File: config.mk
export PLATFORM = sky130hd
export DESIGN_NAME = load_store_unit
export DESIGN_NICKNAME = d
export VERILOG_FILES = /design/src/rtl/lsu_pkg.sv /design/src/rtl/lsu_align.sv /design/src/rtl/load_store_unit.sv
export SDC_FILE = /design/constraint.sdc
export NUM_CORES = 1
export LEC_CHECK = 0
export ABC_AREA = 1
export CAP_MARGIN = 20
export CORE_AREA = 3 3 121 123
export DETAILED_ROUTE_END_ITERATION = 7
export DIE_AREA = 0 0 124 126
export HOLD_SLACK_MARGIN = 0.15
export PLACE_DENSITY_LB_ADDON = 0.08
export SLEW_MARGIN = 40
export SYNTH_ARGS = -nofsm -noshare
export SYNTH_HDL_FRONTEND = slang
export SYNTH_SLANG_ARGS = --single-unit
File: constraint.sdc
create_clock -name clk -period 2.3 [get_ports clk]
set_input_delay 0.345 -clock clk [delete_from_list [all_inputs] [get_ports clk]]
set_output_delay 0.345 -clock clk [all_outputs]
set_load 0.03 [all_outputs]
File: src/rtl/lsu_pkg.sv
// -----------------------------------------------------------------------------
// lsu_pkg
// Shared types and constants for the load/store unit: FSM state encoding,
// funct3 access-size codes and bus width parameters.
// -----------------------------------------------------------------------------
package lsu_pkg;

  localparam int XLEN = 32;
  localparam int BE_W = XLEN / 8;

  typedef enum logic [1:0] {
    S_IDLE = 2'd0,
    S_REQ  = 2'd1,
    S_WAIT = 2'd2,
    S_DONE = 2'd3
  } lsu_state_e;

  localparam logic [2:0] F3_B  = 3'b000;
  localparam logic [2:0] F3_H  = 3'b001;
  localparam logic [2:0] F3_W  = 3'b010;
  localparam logic [2:0] F3_BU = 3'b100;
  localparam logic [2:0] F3_HU = 3'b101;

endpackage

File: src/rtl/lsu_align.sv
// -----------------------------------------------------------------------------
// lsu_align
// Purely combinational byte-lane steering for the load/store unit.
//   funct3_i     access size / signedness
//   addr_lo_i    low two address bits (byte offset within the word)
//   is_store_i   access is a store (BU/HU are not valid store sizes)
//   wdata_i      store source register value
//   rdata_i      registered bus read word
//   be_o         byte enables for the access
//   wdata_o      store data replicated across all lanes of its size
//   rdata_o      extracted, sign/zero-extended load value
//   misalign_o   halfword not on a 2-byte boundary, or word not on 4
//   illegal_o    funct3 is not a valid code for this access direction
// -----------------------------------------------------------------------------
module lsu_align
  import lsu_pkg::*;
(
  input  logic [2:0]      funct3_i,
  input  logic [1:0]      addr_lo_i,
  input  logic            is_store_i,
  input  logic [XLEN-1:0] wdata_i,
  input  logic [XLEN-1:0] rdata_i,
  output logic [BE_W-1:0] be_o,
  output logic [XLEN-1:0] wdata_o,
  output logic [XLEN-1:0] rdata_o,
  output logic            misalign_o,
  output logic            illegal_o
);

  logic [XLEN-1:0] shifted;

  // Bring the addressed byte/halfword down to bit 0 before extending.
  assign shifted = rdata_i >> {addr_lo_i, 3'b000};

  always_comb begin
    // NOTE: every output gets a default first so no path leaves one
    // unassigned, which would otherwise infer a latch.
    be_o       = '0;
    wdata_o    = '0;
    rdata_o    = '0;
    misalign_o = 1'b0;
    illegal_o  = 1'b0;
    unique case (funct3_i)
      F3_B, F3_BU: begin
        be_o    = 4'b0001 << addr_lo_i;
        wdata_o = {4{wdata_i[7:0]}};
        rdata_o = (funct3_i == F3_B) ? {{24{shifted[7]}}, shifted[7:0]}
                                     : {24'd0, shifted[7:0]};
        illegal_o = is_store_i && (funct3_i == F3_BU);
      end
      F3_H, F3_HU: begin
        be_o       = 4'b0011 << {addr_lo_i[1], 1'b0};
        wdata_o    = {2{wdata_i[15:0]}};
        rdata_o    = (funct3_i == F3_H) ? {{16{shifted[15]}}, shifted[15:0]}
                                        : {16'd0, shifted[15:0]};
        misalign_o = addr_lo_i[0];
        illegal_o  = is_store_i && (funct3_i == F3_HU);
      end
      F3_W: begin
        be_o       = 4'b1111;
        wdata_o    = wdata_i;
        rdata_o    = shifted;
        misalign_o = (addr_lo_i != 2'b00);
      end
      default: illegal_o = 1'b1;
    endcase
  end

endmodule

File: src/rtl/load_store_unit.sv
// -----------------------------------------------------------------------------
// load_store_unit
// Multi-cycle data-memory access unit. Runs one request/ready/rvalid bus
// transaction per load/store, holding the datapath via stall until DONE.
//   clk, rst        clock; synchronous active-high reset
//   MemRead/Write   current instruction is a load/store (store wins)
//   ALUResult       byte address;  WriteData  store source value
//   Funct3          access size code
//   ReadData        extended load value, nonzero only in DONE
//   stall           hold the datapath while an access is outstanding
//   fault           one-cycle pulse on misalign, illegal funct3, timeout
//   mem_*           wait-stated data-memory bus
// -----------------------------------------------------------------------------
module load_store_unit
  import lsu_pkg::*;
#(
  parameter int unsigned TIMEOUT = 255
) (
  input  logic            clk,
  input  logic            rst,
  input  logic            MemRead,
  input  logic            MemWrite,
  input  logic [XLEN-1:0] ALUResult,
  input  logic [XLEN-1:0] WriteData,
  input  logic [2:0]      Funct3,
  output logic [XLEN-1:0] ReadData,
  output logic            stall,
  output logic            fault,
  output logic            mem_req,
  output logic            mem_we,
  output logic [XLEN-1:0] mem_addr,
  output logic [XLEN-1:0] mem_wdata,
  output logic [BE_W-1:0] mem_be,
  input  logic            mem_ready,
  input  logic            mem_rvalid,
  input  logic [XLEN-1:0] mem_rdata
);

  localparam int CNT_W = $clog2(TIMEOUT + 1);

  lsu_state_e      state_q;
  logic [CNT_W-1:0] cnt_q;
  logic            mem_req_q, mem_we_q, fault_q;
  logic [BE_W-1:0] mem_be_q;
  logic [XLEN-1:0] mem_wdata_q, rdata_q;

  logic            mem_op, timeout_hit;
  logic [BE_W-1:0] al_be;
  logic [XLEN-1:0] al_wdata, al_rdata;
  logic            al_misalign, al_illegal;

  lsu_align u_align (
    .funct3_i   (Funct3),
    .addr_lo_i  (ALUResult[1:0]),
    .is_store_i (MemWrite),
    .wdata_i    (WriteData),
    .rdata_i    (rdata_q),
    .be_o       (al_be),
    .wdata_o    (al_wdata),
    .rdata_o    (al_rdata),
    .misalign_o (al_misalign),
    .illegal_o  (al_illegal)
  );

  assign mem_op      = MemRead | MemWrite;
  // Counter starts at 0 on the first REQ cycle, so TIMEOUT-1 marks the
  // last permitted REQ/WAIT cycle.
  assign timeout_hit = (cnt_q == CNT_W'(TIMEOUT - 1));

  assign stall     = mem_op && (state_q != S_DONE);
  assign fault     = fault_q;
  assign mem_req   = mem_req_q;
  assign mem_we    = mem_we_q;
  assign mem_be    = mem_be_q;
  assign mem_wdata = mem_wdata_q;
  assign mem_addr  = {ALUResult[XLEN-1:2], 2'b00};
  assign ReadData  = (state_q == S_DONE) ? al_rdata : '0;

  // NOTE: sequential state uses non-blocking assignments so every register
  // samples pre-edge values regardless of statement order.
  always_ff @(posedge clk) begin
    if (rst) begin
      // NOTE: rdata_q is a single word register, so it is reset along with
      // the rest; a late rvalid after reset must not leave stale data.
      state_q     <= S_IDLE;
      cnt_q       <= '0;
      mem_req_q   <= 1'b0;
      mem_we_q    <= 1'b0;
      mem_be_q    <= '0;
      mem_wdata_q <= '0;
      rdata_q     <= '0;
      fault_q     <= 1'b0;
    end else begin
      fault_q <= 1'b0;
      unique case (state_q)
        S_IDLE: begin
          if (mem_op) begin
            rdata_q <= '0;
            if (al_misalign || al_illegal) begin
              fault_q <= 1'b1;
              state_q <= S_DONE;
            end else begin
              state_q     <= S_REQ;
              cnt_q       <= '0;
              mem_req_q   <= 1'b1;
              mem_we_q    <= MemWrite;
              mem_be_q    <= al_be;
              mem_wdata_q <= MemWrite ? al_wdata : '0;
            end
          end
        end
        S_REQ: begin
          cnt_q <= cnt_q + CNT_W'(1);
          // An accept on the final permitted cycle still completes.
          if (mem_ready || timeout_hit) begin
            mem_req_q   <= 1'b0;
            mem_we_q    <= 1'b0;
            mem_be_q    <= '0;
            mem_wdata_q <= '0;
            if (!mem_ready) begin
              fault_q <= 1'b1;
              state_q <= S_DONE;
            end else begin
              state_q <= mem_we_q ? S_DONE : S_WAIT;
            end
          end
        end
        S_WAIT: begin
          cnt_q <= cnt_q + CNT_W'(1);
          if (mem_rvalid) begin
            rdata_q <= mem_rdata;
            state_q <= S_DONE;
          end else if (timeout_hit) begin
            rdata_q <= '0;
            fault_q <= 1'b1;
            state_q <= S_DONE;
          end
        end
        S_DONE: state_q <= S_IDLE;
        default: state_q <= S_IDLE;
      endcase
    end
  end

endmodule

==> results of run 1 <==
[timing repair]
action,4_1_cts,5_1_grt
setup buffers,1,0
setup endpoints to repair,24,28
resized for setup,12,2
pin swaps,1,0
cloned,1,0
endpoints found under the hold margin,0,0
[per-layer routing]
metal / wire length, um / share of wire (%) / global-route usage, % / vias up
li1: - / - / - / 2928
met3: 1340 / 7.7 / 5.25 / 35
met4: 255 / 1.5 / 5.09 / 4
met5: 14 / 0.081 / 0 / -
met2: 7580 / 44 / 32.2 / 202
met1: 8120 / 47 / 32.0 / 2655
[critical path, stage by stage, from the launching register on]
cell and delay (ps):
dfxtp_2 390, nand2_1 60, o21ai_1 130, nand2_1 100, nand2_1 100, nand2_2 80, buf_4 170, a21oi_1 200
buf_4 200
[registers in the layout, summed over array words and instances, names as in the netlist]
| name | cells |
|---|---|
| mem_wdata | 32 |
| mem_req | 1 |
| rdata_q | 32 |
| fault | 1 |
| cnt_q | 8 |
| mem_we | 1 |
| mem_be | 4 |
| state_q | 2 |
[area by class of cell]
type                    count  area [um2]
fillers                  1449        6530
multi-input cells         603        2970
repair buffers            193        1850
flip-flops and latches     81        1620
inverters                  76         285
clock buffers               9         225
well taps                 180         225
clock inverters             7        62.6
[cells by family after synthesis]
group           after synthesis  share of synthesized area (%)
compound gates              153                           16.6
fa+ha+maj                     7                           1.62
simple gates                438                           35.8
buf+inv                     162                           15.5
flops                        81                           30.0
other cells                   1                         0.0693
xor+xnor                      3                          0.486
[cells in the final DEF, fill, tap and decap left out, drive strengths merged]
master         netlist  routed
dlymetal6s2s         0       1
clkinv               1       4
dfxtp               81      81
inv                 75      79
clkdlybuf4s50        0     107
clkbuf              22       9
conb                 1       2
xor2                 3       3
nand2              248     248
a21oi               98      98
buf                 64      81
nor3                 2       2
a22oi                7       7
o211ai               2       2
nor2                83      83
o2111ai              7       7
nand4               18      18
nand3               87      87
dlygate4sd2          0       4
o21ai               39      39
ha                   7       7
[how the worst max path moves through the flow]
stage,from,depth (start not counted),slack [ps],endpoint
final,rdata_q[31],8,160,ReadData[9]
after global routing,rdata_q[31],9,20,ReadData[15]
after CTS,Funct3[2],7,9,ReadData[1]
after detailed placement,ALUResult[0],8,-130,ReadData[8]
after global placement,ALUResult[0],8,-140,ReadData[9]
after floorplan,Funct3[0],8,240,ReadData[10]
[power breakdown]
part           switching [mW]  internal (mW)  total, mW  leakage (nW)
sequential              0.169           1.66       1.83         0.659
clock                   0.634          0.756       1.39         0.144
combinational            2.01           1.10       3.11          2.30
==> results_dict.tcl, run 1 <==
set metrics [dict create \
    drive_above_1_share_pct 17.1 \
    p_per_area_mw_per_mm2 874 \
    cts_root_buf "clkbuf_16" \
    core_area_mm2 0.0138 \
    cts_inserted_buffers 9 \
    syn_to_final_growth_pct 33.8 \
    worstPathArrival_ps 1800 \
    drt_iter0_drc 536 \
    maxCapViolCount 0 \
    min_path_cells 2 \
    placed_area_mm2 0.00692 \
    synth_seq_area_share_pct 30.0 \
    synthArstFlopShare_pct 0 \
    die_h_um 126 \
    ant_nets 0 \
    htreeDepth 3 \
    critPathCaptureType "output pin" \
    rsz0062_at_grt "no" \
    io_pins 209 \
    grtUsageTotal_pct 21.8 \
    final_cells 1149 \
    synth_top_area_share_pct 30.0 \
    r2r_start "state_q[0]" \
    gp_congestion 0.893 \
    worstMarginPinSlew_ps 792 \
    grt_pass1_vias 5238 \
    synth_edf_count 0 \
    cts_tree "yes" \
    hold_path.class "register to register" \
    clk-insertion-delay-late_ps 350 \
    rows 43 \
    reg2reg_depth 10 \
    hp-start "cnt_q[7]" \
    clk_path_buf_depth 2 \
    grt_max_degree 63 \
    path_clk_slew_ps 70 \
    whs_ps 458 \
    post-route-period-util_pct 93.1 \
    crit_fanout 8 \
    fin_area_mm2 0.00724 \
    hpwl_mm 13.1 \
    synthTopCellsByArea "dfxtp_1 (30%), nand2_1 (15%), nand3_1 (7.7%)" \
    status "completed" \
    fin_util_pct 52.6 \
    min_period_ps 2140 \
    power_mw 6.33 \
    maxSlewViolCount 0 \
    first_pass_iters 8 \
    antenna_cells 0 \
    syn-mean-instance-area_um2 6.40 \
    grt_pass1_wl_mm 27.2 \
    nets 1076 \
    fmax_mhz 467 \
    pre_cts_ws_ps -126 \
    hold_viol 0 \
    ir_drop_mv 0.665 \
    port_buffers 146 \
    antenna_found_initial 2 \
    synth.most_common_cell "nand2_1" \
    hold-path-endpoint "cnt_q[7]" \
    vias 5824 \
    setup_tns_ps 0 \
    yosys_warnings 0 \
    die_area_mm2 0.0156 \
    setup_violations 0 \
    synth_common_cells "nand2_1 (221), nand3_1 (83), dfxtp_1 (81)" \
    relSlewSlack_pct 47.2 \
    drcViolationCount 0 \
    viasPerCell 5.07 \
    finClkSkew_ps 8.44 \
    synth_cells 845 \
    syn-cell-area_mm2 0.00541 \
    post-place-cells 1131 \
    cp.required_ps 1960 \
    worst-setup-path-type "register to output pin" \
    layout_setup_ws_ps 159 \
    synth_ff_type "dfxtp_1" \
    yosysTopAreaCell "dfxtp_1" \
    die_w_um 124 \
    start_util_pct 39.3 \
    synth.distinct_cells 31 \
    wirelength_mm 17.3 \
    ys_seq_elements 81 \
    wl_per_cell_um 15.1 \
    r2r-end "mem_wdata[10]" \
    cts.sinks 81 \
    overflow 0 \
    ctsHoldBuffers 0 \
    crit_path_start_kind "register" \
    p_leak_nw 3.11 \
    regToRegSetupSlack_ps 440 \
]
(Power assumes the default switching activity.)
==> run 2, diff against run 1 <==
--- a/config.mk
+++ b/config.mk
@@ -10,6 +10,7 @@
 export CORE_AREA = 3 3 121 123
 export DETAILED_ROUTE_END_ITERATION = 7
 export DIE_AREA = 0 0 124 126
+export GPL_TIMING_DRIVEN = 0
 export HOLD_SLACK_MARGIN = 0.15
 export PLACE_DENSITY_LB_ADDON = 0.08
 export SLEW_MARGIN = 40
==> run 2 against run 1 <==
Power up 3.9%. Final cell count up 6.2%. Non-clock buffer count is 71 higher. Count of clock-buffer cells in the layout up 2. Clock power about the same. Wire length grew 0.91%. Worst setup slack worse by 70 ps. Die area did not move. Critical path type is now primary input to output pin. Largest cell class unchanged.
==> results_dict.tcl, run 2 (synthesis results as in run 1) <==
set metrics [dict create \
    crit_slowest_cell "dlygate4sd2_1" \
    crit_fanout 10 \
    antenna_cells 0 \
    finClkSkew_ps 6.73 \
    min_period_ps 2210 \
    maxCapViolCount 0 \
    fmax_mhz 452 \
    clk_path_buf_depth 2 \
    start_util_pct 39.3 \
    fin_area_mm2 0.00769 \
    wirelength_mm 17.5 \
    whs_ps 421 \
    grt_max_degree 14 \
    cts_tree "yes" \
    ir_drop_mv 0.537 \
    die_h_um 126 \
    htreeDepth 3 \
    drcViolationCount 0 \
    cts_inserted_buffers 9 \
    crit_path_start_kind "primary input" \
    worstPathArrival_ps 1870 \
    nets 1147 \
    ant_nets 0 \
    core_area_mm2 0.0138 \
    placed_area_mm2 0.00737 \
    hold_viol 0 \
    gp_congestion 0.846 \
    p_leak_nw 3.29 \
    cpPeakStageDelay_ps 290 \
    vias 5980 \
    syn_to_final_growth_pct 42.2 \
    final_cell_mix "nand2_1 (216), clkdlybuf4s50_1 (136), nand3_1 (83), dfxtp_1 (80), a21oi_1 (76)" \
    hpwl_mm 13.9 \
    relSlewSlack_pct 55.7 \
    post-route-period-util_pct 96.1 \
    mostFrequentLayoutCell "nand2_1" \
    hold_path.class "primary input to register" \
    critPathCaptureType "output pin" \
    p_per_area_mw_per_mm2 855 \
    pre_cts_ws_ps -848 \
    setup_violations 0 \
    path_clk_slew_ps 60 \
    wl_per_cell_um 14.3 \
    first_pass_iters 5 \
    port_buffers 173 \
    grt_pass1_vias 5450 \
    antenna_found_initial 0 \
    cp_cell_sequence "dlygate4sd2_1 > nor2_2 > buf_6 > nand2_1 > o211ai_1 > nand2_2 > buf_4 > nand3_1 > nand2_1 > inv_1 > buf_4" \
    worst-setup-path-type "primary input to output pin" \
    grt_pass1_wl_mm 27.2 \
    rows 43 \
    drive_above_1_share_pct 18.9 \
    drt_iter0_drc 369 \
    cts.sinks 81 \
    worstMarginPinSlew_ps 665 \
    cts_root_buf "clkbuf_16" \
    layout_setup_ws_ps 88.9 \
    ctsHoldBuffers 0 \
    die_area_mm2 0.0156 \
    die_w_um 124 \
    cp.required_ps 1960 \
    power_mw 6.58 \
    grtUsageTotal_pct 21.8 \
    overflow 0 \
    io_pins 209 \
    rsz0062_at_grt "no" \
    maxSlewViolCount 0 \
    status "completed" \
    clk-insertion-delay-late_ps 340 \
    viasPerCell 4.90 \
]
## run 2: cell count changes in the layout (fill, tap and decap cells not counted), moves of 5 or more
cell             change
clkbuf_2             +5
buf_4               -12
clkbuf_1            +19
clkdlybuf4s50_1     +29
buf_2               +25
clkdlybuf4s15_2      +8
buf_6                +6
buf_12               -8
## run 2: layout make-up
type / count / area (um2)
buffer: 85 / 579
clock buffer: 11 / 233
clock inverter: 5 / 56.3
fill: 1454 / 6080
inverter: 76 / 289
multi-input combinational: 603 / 3010
sequential: 81 / 1620
tap: 180 / 225
timing repair buffer: 179 / 1680
## run 2: power by group
part / internal [mW] / switching [mW]
Clock: 0.839 / 0.563
Combinational: 1.21 / 2.12
Sequential: 1.67 / 0.176
## run 2: path summary, 6_finish.rpt
check / slack, ps / start / cells past startpoint / endpoint
worst max-delay path: 90 / ALUResult[1] / 11 / ReadData[21]
worst max register to register: 200 / state_q[1] / 8 / rdata_q[24]
worst min-delay path: 420 / MemWrite / 5 / mem_wdata[0]
worst min register to register: 460 / mem_wdata[9] / 2 / mem_wdata[9]
## run 2: critical path, delay by kind of cell
kind	cells	cell delay (ps)
AO/OA/AOI/OAI	1	130
buffers and inverters	5	850
AND/OR/NAND/NOR	5	540
## run 2: through the flow
| stage | cells | setup TNS [ps] | utilization (%) |
|---|---|---|---|
| floorplan | 846 | 0 | - |
| global placement | 1199 | -25690 | 53.5 |
| detailed placement | 1199 | -25080 | 53.5 |
| CTS | 1218 | 0 | 55.6 |
| global route | 1220 | 0 | 55.9 |
| finish | 1220 | 0 | 55.9 |
## run 2: timing repair
action / CTS / global route
endpoints found under the setup margin: 33 / 33
resized for setup: 180 / 18
pin swaps: 3 / 2
buffers inserted: 4 / 2
## run 2: metal layers
metal / track usage [%] / vias up / wire, um
li1: - / 3091 / -
met1: 31.9 / 2649 / 8230
met2: 33.2 / 225 / 7530
met3: 4.04 / 15 / 1490
met4: 5.35 / 0 / 210
met5: 0 / - / 0
==> run 3, diff against run 2 <==
==> constraint.sdc (replaced) <==
create_clock -name clk -period 2.3 [get_ports clk]
set_input_delay 0.345 -clock clk [delete_from_list [all_inputs] [get_ports clk]]
set_output_delay 0.345 -clock clk [all_outputs]
set_load 0.005 [all_outputs]
==> run 3 against run 2 <==
Sequential share of layout area fell by 0.71 points. Register-to-register slack got worse by 20 ps. Clock skew barely moved. Highest routed layer unchanged.
==> results_dict.tcl, run 3 (synthesis results as in run 1) <==
set metrics [dict create \
    cts_tree "yes" \
    rows 43 \
    busiest_layer "met2" \
    hold_viol 0 \
    clk-insertion-delay-late_ps 340 \
    cpPeakStageDelay_ps 540 \
    grt_pass1_wl_mm 27.8 \
    fmax_mhz 439 \
    wl_per_cell_um 14.6 \
    ant_nets 0 \
    ir_drop_mv 0.540 \
    cts.sinks 81 \
    path_clk_slew_ps 60 \
    relSlewSlack_pct 54.5 \
    status "completed" \
    whs_ps 416 \
    met2_usage_pct 34.0 \
    drcViolationCount 0 \
    viasPerCell 4.93 \
    die_w_um 124 \
    cp.required_ps 1960 \
    ctsHoldBuffers 0 \
    post-route-period-util_pct 99.1 \
    grtUsageMet3_pct 4.00 \
    wirelength_mm 18.1 \
    critPathLaunch "ALUResult[0]" \
    maxCapViolCount 0 \
    endpoint "ReadData[4]" \
    port_buffers 173 \
    finClkSkew_ps 6.62 \
    crit_slowest_cell "clkdlybuf4s50_1" \
    syn_to_final_growth_pct 48.0 \
    final_cells 1240 \
    hpwl_mm 13.9 \
    antenna_found_initial 0 \
    grt_pass1_vias 5544 \
    htreeDepth 3 \
    worst-setup-path-type "primary input to output pin" \
    crit_path_start_kind "primary input" \
    io_pins 209 \
    clk_path_buf_depth 2 \
    fin_area_mm2 0.00801 \
    grtUsageTotal_pct 22.3 \
    nFillCells 1399 \
    die_h_um 126 \
    vias 6113 \
    reg2reg_depth 8 \
    gp_congestion 0.846 \
    r2r-end "cnt_q[1]" \
    maxSlewViolCount 0 \
    overflow 0 \
    nets 1167 \
    min_period_ps 2280 \
    placed_area_mm2 0.00737 \
    regToRegSetupSlack_ps 180 \
    worstPathArrival_ps 1930 \
    power_mw 6.42 \
    setup_violations 0 \
    antenna_cells 0 \
    final_cell_mix "nand2_1 (214), clkdlybuf4s50_1 (146), nand3_1 (83), dfxtp_1 (78), nor2_1 (75)" \
    start_util_pct 39.3 \
    cts_inserted_buffers 9 \
    cpMostUsedCell "buf_2" \
    die_area_mm2 0.0156 \
    grt_max_degree 14 \
    post-place-cells 1199 \
    cts_root_buf "clkbuf_16" \
    mostFrequentLayoutCell "nand2_1" \
    first_pass_iters 5 \
    p_leak_nw 3.57 \
    drt_iter0_drc 391 \
    p_per_area_mw_per_mm2 802 \
    r2r_start "state_q[0]" \
    critPathCaptureType "output pin" \
    hold_path.class "primary input to register" \
    drive_above_1_share_pct 18.9 \
    grt.met1_usage_pct 32.8 \
    cp_cell_sequence "buf_2 > buf_6 > buf_2 > o21ai_0 > nand2_1 > a21oi_1 > clkdlybuf4s50_1" \
    crit_fanout 10 \
    core_area_mm2 0.0138 \
    worstMarginPinSlew_ps 683 \
]
[run 3: stage by stage]
stage	setup WS, ps	util [%]	setup TNS (ps)
4_1_cts	-92.7	57.5	-1020
6_report	21.5	58.1	0
3_3_place_gp	-709	53.5	-20220
5_1_grt	-25.3	58.1	-37.8
2_1_floorplan	565	-	0
3_5_place_dp	-680	53.5	-19610
[run 3: cell type report]
cell class | instances | area, um2 | share of cell area, %
clock buffer | 11 | 233 | 2.91
buffer | 84 | 594 | 7.42
tap | 180 | 225 | 2.81
multi-input combinational | 603 | 3050 | 38.1
timing repair buffer | 200 | 1920 | 24.0
inverter | 76 | 290 | 3.62
sequential | 81 | 1630 | 20.4
clock inverter | 5 | 56.3 | 0.703
[run 3: layer usage]
metal / vias up / wire length [um] / share of wire [%]
met2: 247 / 7930 / 44
met3: 21 / 1540 / 8.5
li1: 3126 / - / -
met5: - / 0 / 0
met4: 0 / 253 / 1.4
met1: 2719 / 8340 / 46
[run 3: repair_timing]
| action | CTS | global route |
|---|---|---|
| gates resized for setup | 74 | 39 |
| pin swaps | 8 | 2 |
| endpoints found under the setup margin | 33 | 17 |
| cloned | 1 | 1 |
| setup buffers | 19 | 6 |
[run 3: worst min path at each step]
stage                       startpoint            to  slack, ps  cells past startpoint
after CTS                     MemWrite  mem_wdata[0]        410                      5
after floorplan               cnt_q[7]      cnt_q[7]        440                      2
after detailed placement  mem_wdata[9]  mem_wdata[9]        460                      2
final                         MemWrite  mem_wdata[0]        420                      5
after global placement        cnt_q[7]      cnt_q[7]        450                      2
after global routing          MemWrite  mem_wdata[0]        440                      5
[run 3: power breakdown]
| part | total (mW) | internal [mW] | switching, mW |
|---|---|---|---|
| sequential | 1.85 | 1.68 | 0.178 |
| combinational | 3.17 | 1.26 | 1.92 |
| clock | 1.40 | 0.839 | 0.559 |
| total | 6.42 | 3.77 | 2.65 |
[run 3: critical path: cells and delay by family]
| kind | cells | cell delay (ps) |
|---|---|---|
| AND/OR/NAND/NOR | 1 | 90 |
| AO/OA/AOI/OAI | 2 | 510 |
| buffers and inverters | 4 | 1000 |
